File: config.mk
export PLATFORM = sky130hd
export DESIGN_NAME = counter_mod_updown
export DESIGN_NICKNAME = d
export VERILOG_FILES = /design/src/rtl/counter_mod_updown.sv
export SDC_FILE = /design/constraint.sdc
export NUM_CORES = 1
export LEC_CHECK = 0
export ABC_CLOCK_PERIOD_IN_PS = 2000
export CAP_MARGIN = 0
export CORE_MARGIN = 2
export CORE_UTILIZATION = 55
export CTS_CLUSTER_SIZE = 10
export DETAILED_ROUTE_END_ITERATION = 8
export DONT_BUFFER_PORTS = 1
export GPL_ROUTABILITY_DRIVEN = 0
export HOLD_SLACK_MARGIN = 0.06
export PLACE_DENSITY_LB_ADDON = 0.1
export SLEW_MARGIN = 20
export SYNTH_ARGS = -nofsm -noshare
export SYNTH_HDL_FRONTEND = slang
export SYNTH_SLANG_ARGS = --single-unit
File: constraint.sdc
create_clock -name clk -period 2 [get_ports clk]
set_input_delay 0.4 -clock clk [delete_from_list [all_inputs] [get_ports clk]]
set_output_delay 0.4 -clock clk [all_outputs]
set_load 0.05 [all_outputs]
File: src/rtl/counter_mod_updown.sv
// Modulo up/down counter with runtime terminal value, parallel load and a registered wrap pulse.
// Define COUNTER_SAT_EN to saturate at 0 / max_val instead of wrapping (wrap is then always 0).
module counter_mod_updown #(
  parameter int unsigned WIDTH     = 4,
  parameter int unsigned RESET_VAL = 0
) (
  input  logic             clk,
  input  logic             clr,
  input  logic             en,
  input  logic             up,
  input  logic             load,
  input  logic [WIDTH-1:0] load_val,
  input  logic [WIDTH-1:0] max_val,
  output logic [WIDTH-1:0] q,
  output logic             is_all_zero,
  output logic             is_max,
  output logic             wrap
);

`ifdef COUNTER_SAT_EN
  localparam bit SatEn = 1'b1;
`else
  localparam bit SatEn = 1'b0;
`endif

  localparam logic [WIDTH-1:0] One    = WIDTH'(1);
  localparam logic [WIDTH-1:0] ResetQ = WIDTH'(RESET_VAL);

  logic [WIDTH-1:0] count_q, count_d;
  logic             wrap_q, wrap_d;

  always_comb begin
    count_d = count_q;
    wrap_d  = 1'b0;
    if (load) begin
      count_d = (load_val > max_val) ? max_val : load_val;
    end else if (en) begin
      if (up) begin
        if (count_q < max_val) begin
          count_d = count_q + One;
        end else if (SatEn) begin
          count_d = max_val;
        end else begin
          // Also covers a count left above a freshly lowered max_val.
          count_d = '0;
          wrap_d  = 1'b1;
        end
      end else begin
        if (count_q > max_val) begin
          count_d = max_val;
        end else if (count_q != '0) begin
          count_d = count_q - One;
        end else if (SatEn) begin
          count_d = '0;
        end else begin
          count_d = max_val;
          wrap_d  = 1'b1;
        end
      end
    end
  end

  always_ff @(posedge clk) begin
    if (clr) begin
      count_q <= ResetQ;
      wrap_q  <= 1'b0;
    end else begin
      count_q <= count_d;
      wrap_q  <= wrap_d;
    end
  end

  assign q           = count_q;
  assign wrap        = wrap_q;
  assign is_all_zero = (count_q == '0);
  assign is_max      = (count_q == max_val);

endmodule

==> impl_results.html <==
<table>
<tr><th>Metric</th><th>Value</th></tr>
<tr><th colspan="2">Clock network</th></tr>
<tr><td>Sink Count</td><td>5</td></tr>
<tr><td>Max Buffers Root-to-Sink</td><td>2</td></tr>
<tr><td>Clock-pin slew on the worst setup and hold paths</td><td>around 0.05 ns</td></tr>
<tr><td>Skew-Pair Late Insertion Delay</td><td>between 0.2 and 0.3 ns</td></tr>
<tr><td>Post-CTS setup buffer count</td><td>0</td></tr>
<tr><td>Number of clock buffers inserted by TritonCTS</td><td>3</td></tr>
<tr><td>Count of hold-fix buffers inserted at cts</td><td>0</td></tr>
<tr><td>TritonCTS clock tree</td><td>done</td></tr>
<tr><td>CTS H-tree lvls</td><td>1</td></tr>
<tr><td>Root buffer cell</td><td>sky130_fd_sc_hd__clkbuf_4</td></tr>
<tr><th colspan="2">Layout</th></tr>
<tr><td>Fraction of final layout cells with drive strength greater than 1</td><td>0.2397</td></tr>
<tr><td>Nets</td><td>between 100 and 150</td></tr>
<tr><td>Final antenna diode count</td><td>0</td></tr>
<tr><td>Final Util</td><td>0.7146</td></tr>
<tr><td>Area Overhead vs Synth</td><td>18.07%</td></tr>
<tr><td>Filler instances</td><td>about 110</td></tr>
<tr><td>Design area</td><td>approximately 960 um^2</td></tr>
<tr><th colspan="2">Logic synthesis</th></tr>
<tr><td>Cell Area, Synth</td><td>roughly 800 um^2</td></tr>
<tr><td>Area share of the largest cell type after synthesis</td><td>0.1531</td></tr>
<tr><td>Share of the yosys chip area belonging to registers</td><td>0.1225</td></tr>
<tr><td>Post-synthesis cell type count</td><td>36</td></tr>
<tr><td>Post-synth EDFFs</td><td>0</td></tr>
<tr><td>Yosys warning total</td><td>0</td></tr>
<tr><td>Simple-gate portion of the synthesized area</td><td>0.2389</td></tr>
<tr><td>Synth async-reset ratio</td><td>0</td></tr>
<tr><td>Syn Nets</td><td>about 130</td></tr>
<tr><td>Average cell area after synthesis</td><td>7.565 um^2</td></tr>
<tr><td>Synthesized netlist cell count</td><td>~110</td></tr>
<tr><td>Adder-cell share of the synthesized area</td><td>0.1531</td></tr>
<tr><td>Dominant cells by area after synthesis</td><td>sky130_fd_sc_hd__ha_1 15%, sky130_fd_sc_hd__dfxtp_1 12%, sky130_fd_sc_hd__mux2i_1 6.1%</td></tr>
<tr><td>Post-synthesis compound-gate area fraction</td><td>0.3338</td></tr>
<tr><td>Most numerous cell in the Yosys netlist</td><td>sky130_fd_sc_hd__inv_1</td></tr>
<tr><td>Post-synthesis share of cell area spent on xor and xnor gates</td><td>0.02144</td></tr>
<tr><td>Dominant combinational cell family by area after synthesis</td><td>compound AO/OA/AOI/OAI gates</td></tr>
<tr><td>Proportion of synthesized area in mux cells</td><td>0.06126</td></tr>
<tr><td>Dominant synthesized flop cell</td><td>sky130_fd_sc_hd__dfxtp_1</td></tr>
<tr><td>Top cells by instance count after synthesis</td><td>11 x sky130_fd_sc_hd__inv_1, 10 x sky130_fd_sc_hd__ha_1, 9 x sky130_fd_sc_hd__nor2_1</td></tr>
<tr><td>Most area-hungry cell type in the Yosys netlist</td><td>sky130_fd_sc_hd__ha_1</td></tr>
<tr><td>Yosys reg bits</td><td>5</td></tr>
<tr><th colspan="2">Setup path</th></tr>
<tr><td>Endpoint arrival time on the critical path</td><td>1.58 ns</td></tr>
<tr><td>Required arrival time at the worst endpoint</td><td>roughly 1.6 ns</td></tr>
<tr><td>Worst-case register-to-register setup slack</td><td>0.06 ns</td></tr>
<tr><td>Start-to-end type of the worst setup path</td><td>flip-flop to output port</td></tr>
<tr><td>Startpoint types</td><td>flip-flop</td></tr>
<tr><td>Crit end category</td><td>output port</td></tr>
<tr><td>Crit-path max FO</td><td>4</td></tr>
<tr><th colspan="2">Floorplan</th></tr>
<tr><td>Effective utilization at floorplan</td><td>0.6052</td></tr>
<tr><td>Y dimension of the die</td><td>about 43 um</td></tr>
<tr><td>Core outline area</td><td>about 1400 um^2</td></tr>
<tr><td>Number of top-level design ports</td><td>20</td></tr>
<tr><td>Area of the die</td><td>roughly 1800 um^2</td></tr>
<tr><td>Site row count</td><td>13</td></tr>
<tr><td>Die width</td><td>between 40 and 50 um</td></tr>
<tr><th colspan="2">Timing</th></tr>
<tr><td>Achievable frequency</td><td>0.5050 GHz</td></tr>
<tr><td>Slack of the critical path</td><td>0.01998 ns</td></tr>
<tr><td>Final setup skew</td><td>between 0.003 and 0.004 ns</td></tr>
<tr><td>Pin slew with the least headroom to its limit</td><td>0.4680 ns</td></tr>
<tr><td>Number of hold violations in the final report</td><td>0</td></tr>
<tr><td>Final cycle utilization of the critical path</td><td>0.9900</td></tr>
<tr><td>Normalized max-slew margin</td><td>0.6859</td></tr>
<tr><td>Aggregate negative setup slack</td><td>0 ns</td></tr>
<tr><td>Pins over their slew limit</td><td>0</td></tr>
<tr><td>Fin Hold WS</td><td>0.2109 ns</td></tr>
<tr><td>Unrepaired setup endpoints after global routing</td><td>true</td></tr>
<tr><td>Count of endpoints failing setup in the final report</td><td>0</td></tr>
<tr><td>Final min period</td><td>slightly below 2 ns</td></tr>
<tr><th colspan="2">Placed design</th></tr>
<tr><td>Setup slack at placement</td><td>-0.08095 ns</td></tr>
<tr><td>Area of placed instances</td><td>roughly 930 um^2</td></tr>
<tr><td>Detailed Place HPWL</td><td>around 1.8 mm</td></tr>
<tr><td>IO buf count</td><td>0</td></tr>
<tr><th colspan="2">Global routing</th></tr>
<tr><td>Maximum number of pins on one net before global-route repair</td><td>17</td></tr>
<tr><td>Number of antenna violations at the first check in global routing</td><td>0</td></tr>
<tr><td>Wire length of the first global-routing pass</td><td>about 4.0 mm</td></tr>
<tr><td>Total congestion overflow after global routing</td><td>0</td></tr>
<tr><td>GRT Util Overall</td><td>0.2946</td></tr>
<tr><td>Number of global-route vias before repair</td><td>between 800 and 900</td></tr>
<tr><th colspan="2">Power and ir drop</th></tr>
<tr><td>Standby leakage power</td><td>about 0.46 nW</td></tr>
<tr><td>Pwr Density</td><td>676.8 nW/um^2</td></tr>
<tr><td>Largest voltage drop on the vdd net</td><td>~0.25 mV</td></tr>
<tr><th colspan="2">Run status</th></tr>
<tr><td>Status</td><td>completed</td></tr>
<tr><th colspan="2">Route</th></tr>
<tr><td>Number of vias in the routed layout</td><td>906</td></tr>
<tr><td>Remaining design rule violation count</td><td>0</td></tr>
<tr><td>Wire length per cell</td><td>~17 um</td></tr>
<tr><td>Number of search-and-repair iterations in the first detailed-routing pass</td><td>4</td></tr>
<tr><td>Number of routed nets with antenna violations</td><td>0</td></tr>
<tr><td>Initial drt markers</td><td>43</td></tr>
<tr><td>Drt via density</td><td>6.662</td></tr>
<tr><td>Wire length after detailed routing</td><td>roughly 2.3 mm</td></tr>
<tr><th colspan="2">Flow run</th></tr>
<tr><td>Max Cap Viol</td><td>0</td></tr>
<tr><th colspan="2">Min path</th></tr>
<tr><td>Min-Delay Path Class</td><td>input pin to flip-flop</td></tr>
</table>
cells in the final DEF (no fill, tap or decap), types with 2 or more instances in the layout:
master,netlist,routed
sky130_fd_sc_hd__inv_1,11,11
sky130_fd_sc_hd__buf_4,0,11
sky130_fd_sc_hd__nor2_1,9,9
sky130_fd_sc_hd__ha_1,10,9
sky130_fd_sc_hd__nand2_1,7,7
sky130_fd_sc_hd__nor3_1,5,5
sky130_fd_sc_hd__mux2i_1,5,5
sky130_fd_sc_hd__nand3_1,5,5
sky130_fd_sc_hd__o21ai_0,5,5
sky130_fd_sc_hd__a211o_1,4,4
sky130_fd_sc_hd__a211oi_1,4,4
sky130_fd_sc_hd__dfxtp_4,0,4
sky130_fd_sc_hd__a21o_1,3,3
sky130_fd_sc_hd__clkbuf_4,0,3
sky130_fd_sc_hd__xnor2_1,2,2
sky130_fd_sc_hd__nor2b_1,2,2
sky130_fd_sc_hd__o211a_1,2,2
sky130_fd_sc_hd__a31oi_1,2,2
sky130_fd_sc_hd__or3b_2,2,2
sky130_fd_sc_hd__a21oi_1,2,2
sky130_fd_sc_hd__nand3b_1,2,2
sky130_fd_sc_hd__o22ai_1,2,2
sky130_fd_sc_hd__a221oi_2,2,2
final timing paths:
path / cells past startpoint / end / start
min reg2reg: 5 / q[1] / q[1]
max reg2reg: 7 / q[2] / q[1]
min: 1 / wrap / clr
max: 5 / is_all_zero / q[0]
timing repair:
action	4_1_cts	5_1_grt
pin swaps	0	2
gates resized for setup	2	1
setup endpoints to repair	1	2
cloned	0	0
kinds of logic (layout without fill, tap and decap cells):
family          count (synthesis)  in the layout
xor+xnor                        2              2
simple gates                   37             37
flops                           5              5
fa+ha+maj                      10             10
buf+inv                        15             28
compound gates                 34             34
mux                             5              5
final cells by class:
class | count | area [um^2] | area share
Clock buffer | 4 | 26.28 | 0.02724
Timing Repair Buffer | 12 | 93.84 | 0.09728
Tap cell | 15 | 18.77 | 0.01946
Multi-Input combinational cell | 88 | 665.6 | 0.6900
Inverter | 12 | 45.04 | 0.04669
Sequential cell | 5 | 115.1 | 0.1193
per-stage QoR:
step	std cells	total power, mW
2_1_floorplan	108	0.4240
3_3_place_gp	132	0.4986
4_1_cts	136	0.6437
6_report	136	0.6529
3_5_place_dp	132	0.5089
5_1_grt	136	0.6973
worst max-delay path, stage by stage (launching register included):
cell                      delay, ns
sky130_fd_sc_hd__dfxtp_4       0.33
sky130_fd_sc_hd__inv_1         0.09
sky130_fd_sc_hd__ha_2          0.21
sky130_fd_sc_hd__or3b_4        0.39
sky130_fd_sc_hd__inv_1         0.12
sky130_fd_sc_hd__buf_6         0.17
power breakdown:
part | leakage (nW) | internal, mW | switching [mW]
clock network | 0.0150 | 0.0763 | 0.0554
logic | 0.403 | 0.158 | 0.237
registers | 0.0437 | 0.115 | 0.0109
metal layers:
metal,global-route usage,wire (um),vias up
met5,0,0,-
met4,0.09375,63,0
met3,0.09914,250,10
met2,0.5354,1150,52
met1,0.3154,806,408
li1,-,-,436
registers in the layout (all words and copies together) (netlist names):
signal,flops
q,4
wrap,1
Power figures use the tool's default switching activity.
